## config.mk

```make
export PLATFORM = sky130hd
export DESIGN_NAME = sevenseg_scan_driver
export DESIGN_NICKNAME = d
export VERILOG_FILES = /design/src/rtl/sevenseg_pkg.sv /design/src/rtl/hex_to_sevenseg.sv /design/src/rtl/sevenseg_scan_driver.sv
export SDC_FILE = /design/constraint.sdc
export NUM_CORES = 1
export LEC_CHECK = 0
export BUFFER_PORTS_ARGS = -buffer_cell sky130_fd_sc_hd__clkbuf_2
export CORE_ASPECT_RATIO = 1.1
export CORE_MARGIN = 2
export CORE_UTILIZATION = 50
export DETAILED_ROUTE_END_ITERATION = 16
export GPL_ROUTABILITY_DRIVEN = 1
export PLACE_DENSITY = 0.73
export SLEW_MARGIN = 0
export SYNTH_ARGS = -nofsm -noshare
export SYNTH_HDL_FRONTEND = slang
export SYNTH_SLANG_ARGS = --single-unit
```

## constraint.sdc

```tcl
create_clock -name clk_in -period 3.45 [get_ports clk_in]
set_input_delay 0.345 -clock clk_in [delete_from_list [all_inputs] [get_ports clk_in]]
set_output_delay 0.345 -clock clk_in [all_outputs]
set_load 0.02 [all_outputs]
```

## src/rtl/sevenseg_pkg.sv

```systemverilog
// Shared definitions for the 7-segment scan driver: FSM states, blanking
// constants and the active-low hex segment table ({g,f,e,d,c,b,a}).
package sevenseg_pkg;

  typedef enum logic [0:0] {
    S_BLANK = 1'b0,
    S_SHOW  = 1'b1
  } scan_state_e;

  localparam int unsigned MAX_DIGITS = 32;

  localparam logic [6:0]            SEG_OFF    = 7'h7F;
  localparam logic [MAX_DIGITS-1:0] ANODES_OFF = {MAX_DIGITS{1'b1}};

  localparam logic [6:0] HEX_SEG_TABLE [16] = '{
    7'h40, 7'h79, 7'h24, 7'h30, 7'h19, 7'h12, 7'h02, 7'h78,
    7'h00, 7'h10, 7'h08, 7'h03, 7'h46, 7'h21, 7'h06, 7'h0E
  };

  function automatic logic [6:0] hex_seg(input logic [3:0] nib);
    return HEX_SEG_TABLE[nib];
  endfunction

endpackage

```

## src/rtl/hex_to_sevenseg.sv

```systemverilog
// Combinational hex nibble to active-low 7-segment decode.
module hex_to_sevenseg
  import sevenseg_pkg::*;
(
  input  logic [3:0] nib_i,
  output logic [6:0] seg_o
);

  assign seg_o = hex_seg(nib_i);

endmodule

```

## src/rtl/sevenseg_scan_driver.sv

```systemverilog
// Time-multiplexed N-digit common-anode 7-segment driver with anti-ghosting
// blanking and per-frame value latching. Optional: SEVENSEG_LEADING_ZERO_BLANK_EN.
module sevenseg_scan_driver
  import sevenseg_pkg::*;
#(
  parameter int unsigned N_DIGITS     = 8,
  parameter int unsigned GUARD_CYCLES = 2
) (
  input  logic                  clk_in,
  input  logic                  reset,
  input  logic                  clk_div,
  input  logic [4*N_DIGITS-1:0] value,
  input  logic [N_DIGITS-1:0]   digit_en,
  input  logic [N_DIGITS-1:0]   dp_mask,
  output logic [N_DIGITS-1:0]   anodes,
  output logic [6:0]            seg,
  output logic                  dp
);

  localparam int unsigned IDX_W = $clog2(N_DIGITS);
  localparam int unsigned GC_W  = $clog2(GUARD_CYCLES + 1);

  localparam logic [IDX_W-1:0]    IDX_FIRST  = {IDX_W{1'b0}};
  localparam logic [IDX_W-1:0]    IDX_LAST   = IDX_W'(N_DIGITS - 1);
  localparam logic [GC_W-1:0]     GC_ZERO    = {GC_W{1'b0}};
  localparam logic [GC_W-1:0]     GC_LAST    = GC_W'(GUARD_CYCLES - 1);
  localparam logic [N_DIGITS-1:0] AN_OFF     = ANODES_OFF[N_DIGITS-1:0];
  localparam logic [N_DIGITS-1:0] AN_ONEHOT0 = {{(N_DIGITS-1){1'b0}}, 1'b1};

  scan_state_e           state_q;
  logic [IDX_W-1:0]      idx_q;
  logic [GC_W-1:0]       guard_cnt_q;
  logic                  clk_div_q;
  logic [4*N_DIGITS-1:0] shadow_val_q;
  logic [N_DIGITS-1:0]   shadow_en_q;
  logic [N_DIGITS-1:0]   shadow_dp_q;
  logic [N_DIGITS-1:0]   anodes_q;
  logic [6:0]            seg_q;
  logic                  dp_q;

  logic                  tick_s;
  logic                  load_s;
  logic                  show_en_s;
  logic                  show_dp_s;
  logic [4*N_DIGITS-1:0] nib_src_s;
  logic [3:0]            show_nib_s;
  logic [6:0]            show_seg_s;
  logic [N_DIGITS-1:0]   load_en_s;
  logic [IDX_W-1:0]      idx_d;

`ifdef SEVENSEG_LEADING_ZERO_BLANK_EN
  // Keep digit i only if some nibble at or above i is nonzero; digit 0 always kept.
  function automatic logic [N_DIGITS-1:0] lead_keep(input logic [4*N_DIGITS-1:0] v);
    logic seen;
    seen = 1'b0;
    for (int i = N_DIGITS - 1; i >= 0; i--) begin
      if (v[4*i +: 4] != 4'h0) seen = 1'b1;
      else                     seen = seen;
      lead_keep[i] = seen | (i == 0);
    end
  endfunction

  assign load_en_s = digit_en & lead_keep(value);
`else
  assign load_en_s = digit_en;
`endif

  assign tick_s = clk_div & ~clk_div_q;
  assign load_s = (idx_q == IDX_FIRST);

  // Digit about to be shown: live inputs when this switch starts a new frame, shadow otherwise
  always_comb begin
    nib_src_s = shadow_val_q;
    show_en_s = shadow_en_q[idx_q];
    show_dp_s = shadow_dp_q[idx_q];
    idx_d     = idx_q;
    if (load_s) begin
      nib_src_s = value;
      show_en_s = load_en_s[idx_q];
      show_dp_s = dp_mask[idx_q];
    end else begin
      nib_src_s = shadow_val_q;
      show_en_s = shadow_en_q[idx_q];
      show_dp_s = shadow_dp_q[idx_q];
    end
    if (idx_q == IDX_LAST) idx_d = IDX_FIRST;
    else                   idx_d = idx_q + 1'b1;
  end

  assign show_nib_s = nib_src_s[{idx_q, 2'b00} +: 4];

  hex_to_sevenseg u_decode (
    .nib_i (show_nib_s),
    .seg_o (show_seg_s)
  );

  // Scan FSM, frame shadow registers and outputs registered from the next state
  always_ff @(posedge clk_in) begin
    if (reset) begin
      state_q      <= S_BLANK;
      idx_q        <= IDX_FIRST;
      guard_cnt_q  <= GC_ZERO;
      clk_div_q    <= 1'b0;
      shadow_val_q <= {(4*N_DIGITS){1'b0}};
      shadow_en_q  <= {N_DIGITS{1'b0}};
      shadow_dp_q  <= {N_DIGITS{1'b0}};
      anodes_q     <= AN_OFF;
      seg_q        <= SEG_OFF;
      dp_q         <= 1'b1;
    end else begin
      clk_div_q <= clk_div;
      case (state_q)
        S_BLANK: begin
          // Ticks arriving here are intentionally dropped, not queued
          if (guard_cnt_q == GC_LAST) begin
            state_q     <= S_SHOW;
            guard_cnt_q <= GC_ZERO;
            if (load_s) begin
              shadow_val_q <= value;
              shadow_en_q  <= load_en_s;
              shadow_dp_q  <= dp_mask;
            end
            if (show_en_s) begin
              anodes_q <= ~(AN_ONEHOT0 << idx_q);
              seg_q    <= show_seg_s;
              dp_q     <= ~show_dp_s;
            end else begin
              anodes_q <= AN_OFF;
              seg_q    <= SEG_OFF;
              dp_q     <= 1'b1;
            end
          end else begin
            guard_cnt_q <= guard_cnt_q + 1'b1;
            anodes_q    <= AN_OFF;
            seg_q       <= SEG_OFF;
            dp_q        <= 1'b1;
          end
        end
        S_SHOW: begin
          if (tick_s) begin
            state_q  <= S_BLANK;
            idx_q    <= idx_d;
            anodes_q <= AN_OFF;
            seg_q    <= SEG_OFF;
            dp_q     <= 1'b1;
          end else begin
            state_q <= S_SHOW;
          end
        end
        default: begin
          state_q     <= S_BLANK;
          guard_cnt_q <= GC_ZERO;
          anodes_q    <= AN_OFF;
          seg_q       <= SEG_OFF;
          dp_q        <= 1'b1;
        end
      endcase
    end
  end

  assign anodes = anodes_q;
  assign seg    = seg_q;
  assign dp     = dp_q;

endmodule
```

==> parameters.txt, run 1 <==
Parameter                              Value

CTS
  Clock-pin slew of the registers on the worst-case setup and hold paths    approximately 0.07 ns
  Sinks on the clock net    slightly above 70
  Gates resized, CTS repair    0
  Cell at the root of the clock tree    sky130_fd_sc_hd__clkbuf_8
  Bufs on Longest Clock Path    2
  Number of buffers inserted during clock tree synthesis    9
  TritonCTS clock tree    done
  H-tree depth reported by CTS    3
  Source-to-sink clock delay at the later pin of the worst-skew pair    approximately 0.35 ns
  Post-CTS Hold Fix Bufs    0
  Post-CTS setup buffer count    0

Setup path
  Arrival time at the worst endpoint    approximately 3.0 ns
  Required time at the worst-slack endpoint    approximately 3.7 ns
  CP startpoint    idx_q[1]$_SDFFE_PP0P_
  Critical path fanouts, max    8
  Crit start category    flip-flop
  WS Path Type    reg2reg
  Reg2reg start    idx_q[1]$_SDFFE_PP0P_
  Category of the worst setup path capture point    flip-flop
  Worst R2R Setup Slack    between 0.6 and 0.7 ns
  Crit Reg-Reg Endpoint    seg[6]$_SDFFE_PP1P_
  Worst setup endpoint    seg[6]$_SDFFE_PP1P_
  Depth of the most critical reg-to-reg path    10

Power and ir drop
  Switching Power    0.000543 W
  Part of the total power dissipated in sequential elements    about half
  Internal Power    0.00130 W
  Leakage    between 1.5 and 2 nW
  Combinational power share    a little under a fifth
  Power per standard cell area    460 mW/mm2
  Part of the power in the clock network    a little under a third
  Switch share    between 20% and 30%
  Max VDD drop    between 0.2 and 0.25 mV

GRT
  Overall routing resource usage    between 20 and 25%
  Grt ovf    0
  Wire length of the first global-routing pass    13700 um
  Number of global-route vias before repair    approximately 2900
  Antenna violations before repair    0
  Maximum number of pins on one net before global-route repair    66

Logic synthesis
  Cell accounting for the most synthesized area    sky130_fd_sc_hd__dfxtp_1
  Most used flip-flop cell after synthesis    sky130_fd_sc_hd__dfxtp_1
  Most area-consuming cells after synthesis    sky130_fd_sc_hd__dfxtp_1, sky130_fd_sc_hd__nand2_1, sky130_fd_sc_hd__a21oi_1, sky130_fd_sc_hd__mux4_2, sky130_fd_sc_hd__mux4_1
  Summed instance area of the synthesized netlist    roughly 0.0035 mm2
  Fraction of registers with async set or reset after synthesis    0%
  Number of unique standard cell types used by synthesis    48
  Synthesized area per cell    between 8 and 9 um2
  Synth Net Count    ~460
  Number of enable flip-flop cells after synthesis    0
  Register bit count reported by yosys    71
  Share of Yosys cell area claimed by the top area cell type    40.8%
  Number of synthesis warnings    0
  Sequential-to-total area share from yosys stat    between 40% and 50%
  Number of standard cells after synthesis    400

Finish
  Fin cells    542
  Top library cells by usage in the layout, fill and taps aside    sky130_fd_sc_hd__nand2_1, sky130_fd_sc_hd__dfxtp_1, sky130_fd_sc_hd__clkbuf_2
  Leading cell type in the layout, fill and taps excluded    sky130_fd_sc_hd__nand2_1
  Count of nets after finishing    roughly 520
  Antenna diodes    0
  Layout Area Growth over Synthesis    14.7%
  Layout cell share with drive strength beyond 1    25.0%

Drt
  DR top layer    met4
  Via count normalized by instance count    5.61
  Via count    3042
  Starting DRT DRC Count    about 170
  Number of design rule violations left after detail routing    0
  Post-Route WL    8090 um
  DRT met1 WL    3710 um
  First drt pass iteration count    4
  Avg WL per Cell    approximately 15 um
  Met2 WL    about 3800 um
  Met3 routed WL    roughly 470 um
  Number of nets still failing antenna checks after routing    0

Run
  Total of max-cap violations    0

Timing
  Number of hold violations in the final report    0
  Post-Route Skew    roughly 0.0064 ns
  Headroom to the max-slew limit    about two fifths
  Maximum clock frequency    about 0.36 GHz
  Number of max-slew violations in the final report    0
  Final worst hold slack    approximately 0.21 ns
  Unrepaired setup endpoints after global routing    false
  Actual slew at the worst max-slew pin    about 0.89 ns
  Setup TNS Final    0 ns
  # setup viols final    0
  Final min period    between 2 and 3 ns
  Portion of the clock cycle consumed by the worst path in the final layout    80.8%

Hold path
  Type of the most critical hold path    in2reg

Placed design
  Routability congestion estimate from global placement    between 0.8 and 0.9
  Placed wire-length estimate after detailed placement    between 5000 and 6000 um
  Placed cell count    527
  Number of buffer cells added on primary ports    66

Floorplan
  Width of the chip    83.6 um
  Number of top-level pins    67
  Die ar.    0.00765 mm2
  Starting density of the core    between 50 and 60%
  Floorplan die height    approximately 92 um
  Total core area    around 0.0067 mm2
  Num rows    31

Status
  Run status    completed
==> cells by family (layout without fill, tap and decap cells) <==
logic type | Yosys count | in the layout | share of synthesized area (%)
AOI/OAI and AO/OA | 95 | 95 | 15.9
buffers and inverters | 37 | 97 | 5.28
muxes | 21 | 21 | 13.0
and+or+nand+nor | 164 | 164 | 20.7
adders and majority gates | 12 | 12 | 4.31
DFF | 71 | 71 | 40.8
==> power groups by stage <==
stage	logic (W)	registers [W]	clock network [W]
after global placement	0.000342	0.000927	0
after floorplan	0.000253	0.000928	0
final	0.000352	0.000910	0.000577
after detailed placement	0.000352	0.000928	0
after CTS	0.000353	0.000910	0.000589
after global routing	0.000391	0.000917	0.000625
==> worst min path at each step <==
stage / from / endpoint / slack (ns) / cells after the start
after global placement: shadow_val_q[10]$_SDFFE_PP0P_ / shadow_val_q[10]$_SDFFE_PP0P_ / 0.44 / 2
after global routing: dp_mask[4] / shadow_dp_q[4]$_SDFFE_PP0P_ / 0.21 / 3
after detailed placement: shadow_en_q[7]$_SDFFE_PP0P_ / shadow_en_q[7]$_SDFFE_PP0P_ / 0.45 / 2
after floorplan: shadow_en_q[5]$_SDFFE_PP0P_ / shadow_en_q[5]$_SDFFE_PP0P_ / 0.43 / 2
final: digit_en[4] / shadow_en_q[4]$_SDFFE_PP0P_ / 0.21 / 3
after CTS: value[28] / shadow_val_q[28]$_SDFFE_PP0P_ / 0.21 / 3
==> layout make-up <==
cell class                      count  area [um2]
Fill cell                         620        2680
Clock inverter                      4        22.5
Inverter                            8        30.0
Timing Repair Buffer               74         390
Clock buffer                       11         141
Tap cell                           82         103
Sequential cell                    71        1420
Multi-Input combinational cell    292        1890
==> worst max-delay path: stages (launching register included) <==
cell and delay, ns:
sky130_fd_sc_hd__dfxtp_1 0.31, sky130_fd_sc_hd__inv_1 0.15, sky130_fd_sc_hd__ha_1 0.19, sky130_fd_sc_hd__nor2b_1 0.13
sky130_fd_sc_hd__buf_4 0.18, sky130_fd_sc_hd__mux4_2 0.30, sky130_fd_sc_hd__mux4_2 0.55, sky130_fd_sc_hd__ha_1 0.28
sky130_fd_sc_hd__o21ai_0 0.13, sky130_fd_sc_hd__a21oi_1 0.11, sky130_fd_sc_hd__o32a_1 0.35
==> through the flow <==
| stage | cell area [um2] | total power [W] | setup WS [ns] | util [%] |
|---|---|---|---|---|
| floorplan | 3480 | 0.00118 | 0.494 | - |
| global placement | 3830 | 0.00127 | 0.755 | 57.4 |
| detailed placement | 3830 | 0.00128 | 0.647 | 57.4 |
| CTS | 3990 | 0.00185 | 0.642 | 59.9 |
| global route | 3990 | 0.00193 | 0.443 | 59.9 |
| finish | 3990 | 0.00184 | 0.661 | 59.9 |
==> flip-flops by register name, summed over array words and instances (netlist names) <==
signal and flops:
guard_cnt_q 2, shadow_val_q 32, seg 7, dp 1, idx_q 3, clk_div_q 1
state_q 1, shadow_dp_q 8, anodes 8, shadow_en_q 8
==> synthesized netlist by cell type (3+ instances only) <==
master and instances:
sky130_fd_sc_hd__nand2_1 105, sky130_fd_sc_hd__dfxtp_1 71, sky130_fd_sc_hd__a21oi_1 64, sky130_fd_sc_hd__clkbuf_1 18, sky130_fd_sc_hd__nor2_1 16, sky130_fd_sc_hd__ha_1 12
sky130_fd_sc_hd__mux4_2 11, sky130_fd_sc_hd__nand3_1 11, sky130_fd_sc_hd__o21ai_0 8, sky130_fd_sc_hd__nand2b_1 7, sky130_fd_sc_hd__or2_2 7, sky130_fd_sc_hd__inv_1 6
sky130_fd_sc_hd__mux4_1 6, sky130_fd_sc_hd__nor2b_1 4, sky130_fd_sc_hd__nor3_1 4, sky130_fd_sc_hd__a31oi_1 3, sky130_fd_sc_hd__buf_6 3, sky130_fd_sc_hd__nand3b_1 3
sky130_fd_sc_hd__o22ai_1 3, sky130_fd_sc_hd__o32a_1 3
==> per-layer routing <==
layer  vias up  global-route usage (%)
li1       1495                       -
met1      1451                    30.5
met2        88                    34.4
met3         8                    4.82
met4         0                    7.26
met5         -                       0
Note: power is estimated with default switching activity, not from simulation.
==> inputs of run 2 (changes only) <==
==> constraint.sdc (replaced) <==
create_clock -name clk_in -period 2.86 [get_ports clk_in]
set_input_delay 0.286 -clock clk_in [delete_from_list [all_inputs] [get_ports clk_in]]
set_output_delay 0.286 -clock clk_in [all_outputs]
set_load 0.02 [all_outputs]
==> run 2 against run 1 <==
  * Combinational power rose by 21%
  * Worst setup slack got worse by 0.45 ns
  * First-iteration DRC count rose by 12%
  * Via count fell by 1.7%
  * Worst hold slack got worse by 0.058 ns
  * Power rose by 33%
  * Register-to-register slack got worse by 0.45 ns
  * Non-clock buffer count rose by 2
  * Flip-flop and latch count did not move
  * Highest routed layer unchanged
==> parameters.txt, run 2 (same netlist as run 1, synthesis figures left out) <==
Parameter                              Value

Status
  Run status    completed

Finish
  Layout Area Growth over Synthesis    17.5%
  Register bank with the most flops    shadow_val_q
  Layout cell share with drive strength beyond 1    25.9% (+0.92 points)
  Post-route standard cell area excluding fillers    0.00409 mm2 (+2.5%)
  Top library cells by usage in the layout, fill and taps aside    sky130_fd_sc_hd__nand2_1, sky130_fd_sc_hd__dfxtp_1, sky130_fd_sc_hd__clkbuf_2
  Number of flip-flops in the largest register    32 (unchanged)
  Leading cell type in the layout, fill and taps excluded    sky130_fd_sc_hd__nand2_1
  Count of nets after finishing    521 (+0.39%)
  Antenna diodes    0 (unchanged)

Drt
  Via count    2989 (-1.7%)
  Starting DRT DRC Count    190 (+12%)
  First drt pass iteration count    4 (unchanged)
  Number of nets still failing antenna checks after routing    0 (unchanged)
  Number of design rule violations left after detail routing    0 (unchanged)
  Post-Route WL    7710 um (-4.7%)
  Via count normalized by instance count    5.48 (-2.3%)
  Avg WL per Cell    14.2 um (-5.2%)

Timing
  Number of max-slew violations in the final report    0 (unchanged)
  Number of hold violations in the final report    0 (unchanged)
  Setup TNS Final    0 ns (unchanged)
  Post-Route Skew    0.00548 ns (-0.000925 ns)
  Headroom to the max-slew limit    40.1% (-0.31 points)
  Portion of the clock cycle consumed by the worst path in the final layout    92.7% (+12 points)
  Maximum clock frequency    0.377 GHz (+5.1%)
  Unrepaired setup endpoints after global routing    false
  Final min period    2.65 ns (-0.136 ns)
  # setup viols final    0 (unchanged)
  Actual slew at the worst max-slew pin    0.898 ns (+0.00467 ns)
  Final worst hold slack    0.157 ns (-0.0582 ns)

CTS
  Bufs on Longest Clock Path    2 (unchanged)
  Cell at the root of the clock tree    sky130_fd_sc_hd__clkbuf_8
  Clock-pin slew of the registers on the worst-case setup and hold paths    0.08 ns (about the same)
  Sinks on the clock net    71 (unchanged)
  Post-CTS setup buffer count    0 (unchanged)
  TritonCTS clock tree    done
  H-tree depth reported by CTS    3 (unchanged)
  Source-to-sink clock delay at the later pin of the worst-skew pair    0.34 ns (about the same)
  Number of buffers inserted during clock tree synthesis    9 (unchanged)

Power and ir drop
  Max VDD drop    0.486 mV (+110%)
  Leakage    1.64 nW (+2.3%)
  Power per standard cell area    597 mW/mm2 (+30%)

Setup path
  WS Path Type    reg2reg
  Worst R2R Setup Slack    0.21 ns (-0.45 ns)
  Category of the worst setup path capture point    flip-flop
  Critical path fanouts, max    8 (unchanged)
  Crit Reg-Reg Endpoint    seg[6]$_SDFFE_PP1P_
  Required time at the worst-slack endpoint    3.09 ns (-0.60 ns)
  Crit start category    flip-flop
  Reg2reg start    idx_q[0]$_SDFFE_PP0P_
  Depth of the most critical reg-to-reg path    10 (unchanged)
  Arrival time at the worst endpoint    2.88 ns (-0.15 ns)

Placed design
  Routability congestion estimate from global placement    0.822 (-0.19%)
  Placed wire-length estimate after detailed placement    5540 um (-1.3%)
  Total cell area at the placement stage    0.00386 mm2 (+0.72%)
  Number of buffer cells added on primary ports    66 (unchanged)

Hold path
  Terminating pin of the worst hold path    shadow_dp_q[7]$_SDFFE_PP0P_
  Cell depth of the worst min-delay path    3 (unchanged)
  Startpoint of the tightest hold check path    dp_mask[7]
  Type of the most critical hold path    in2reg

Floorplan
  Starting density of the core    52.2% (unchanged)
  Floorplan die height    91.5 um (unchanged)
  Width of the chip    83.6 um (unchanged)
  Num rows    31 (unchanged)
  Number of top-level pins    67 (unchanged)
  Total core area    0.00667 mm2 (unchanged)
  Die ar.    0.00765 mm2 (unchanged)

GRT
  Grt ovf    0 (unchanged)
  Maximum number of pins on one net before global-route repair    66 (unchanged)
  Antenna violations before repair    0 (unchanged)
  Number of global-route vias before repair    2825 (-1.8%)
  Wire length of the first global-routing pass    13400 um (-2.2%)
  Overall routing resource usage    21.4% (-0.60 points)

Run
  Total of max-cap violations    0 (unchanged)
-- run 2: metrics by stage --
stage | setup WS [ns] | total power, W | cells | utilization (%)
2_1_floorplan | 0.000751 | 0.00143 | 400 | -
3_3_place_gp | 0.270 | 0.00153 | 529 | 57.8
3_5_place_dp | 0.168 | 0.00155 | 529 | 57.8
4_1_cts | 0.151 | 0.00246 | 545 | 61.3
5_1_grt | 0.00446 | 0.00257 | 545 | 61.3
6_report | 0.208 | 0.00244 | 545 | 61.3
-- run 2: final cells by class --
class                   instances  area [um2]
clock buffers                  12         155
clock inverters                 4        76.3
fillers                       577        2580
inverters                       8        30.0
multi-input cells             292        1900
flip-flops and latches         71        1420
well taps                      82         103
repair buffers                 76         405
-- run 2: per-layer routing --
layer	vias to the layer above	share of wire, %	global-route usage, %
met3	12	4.9	5.00
met2	81	46	32.9
met1	1392	48	30.1
met4	0	1.4	6.72
li1	1504	-	-
met5	-	0	0
-- run 2: how the worst max path moves through the flow --
stage	from	depth (start not counted)	to	slack (ns)
2_1_floorplan	idx_q[1]$_SDFFE_PP0P_	13	seg[3]$_SDFFE_PP1P_	0.0008
3_3_place_gp	idx_q[0]$_SDFFE_PP0P_	8	seg[3]$_SDFFE_PP1P_	0.27
3_5_place_dp	idx_q[0]$_SDFFE_PP0P_	8	seg[3]$_SDFFE_PP1P_	0.17
4_1_cts	idx_q[0]$_SDFFE_PP0P_	11	seg[3]$_SDFFE_PP1P_	0.15
5_1_grt	idx_q[0]$_SDFFE_PP0P_	12	seg[3]$_SDFFE_PP1P_	0.004
6_report	idx_q[0]$_SDFFE_PP0P_	10	seg[6]$_SDFFE_PP1P_	0.21
-- run 2: critical path, stage by stage (launching register included) --
cell and delay [ns]:
sky130_fd_sc_hd__dfxtp_1 0.32, sky130_fd_sc_hd__inv_1 0.09, sky130_fd_sc_hd__ha_1 0.17, sky130_fd_sc_hd__nor2b_1 0.16, sky130_fd_sc_hd__buf_4 0.19, sky130_fd_sc_hd__mux4_2 0.30, sky130_fd_sc_hd__mux4_2 0.55, sky130_fd_sc_hd__ha_4 0.20
sky130_fd_sc_hd__o21ai_0 0.10, sky130_fd_sc_hd__a21oi_1 0.11, sky130_fd_sc_hd__o32a_1 0.35
-- run 2: repair_timing --
item / in CTS / in global routing
hold buffers: 0 / 0
endpoints found under the hold margin: 0 / 0
endpoints found under the setup margin: 0 / 1
resized for setup: 0 / 1
-- run 2: report_power, final --
part	total [W]	switching, W	internal (W)
logic	0.000426	0.000249	0.000177
clock network	0.000920	0.000377	0.000542
registers	0.00110	0.0000373	0.00106
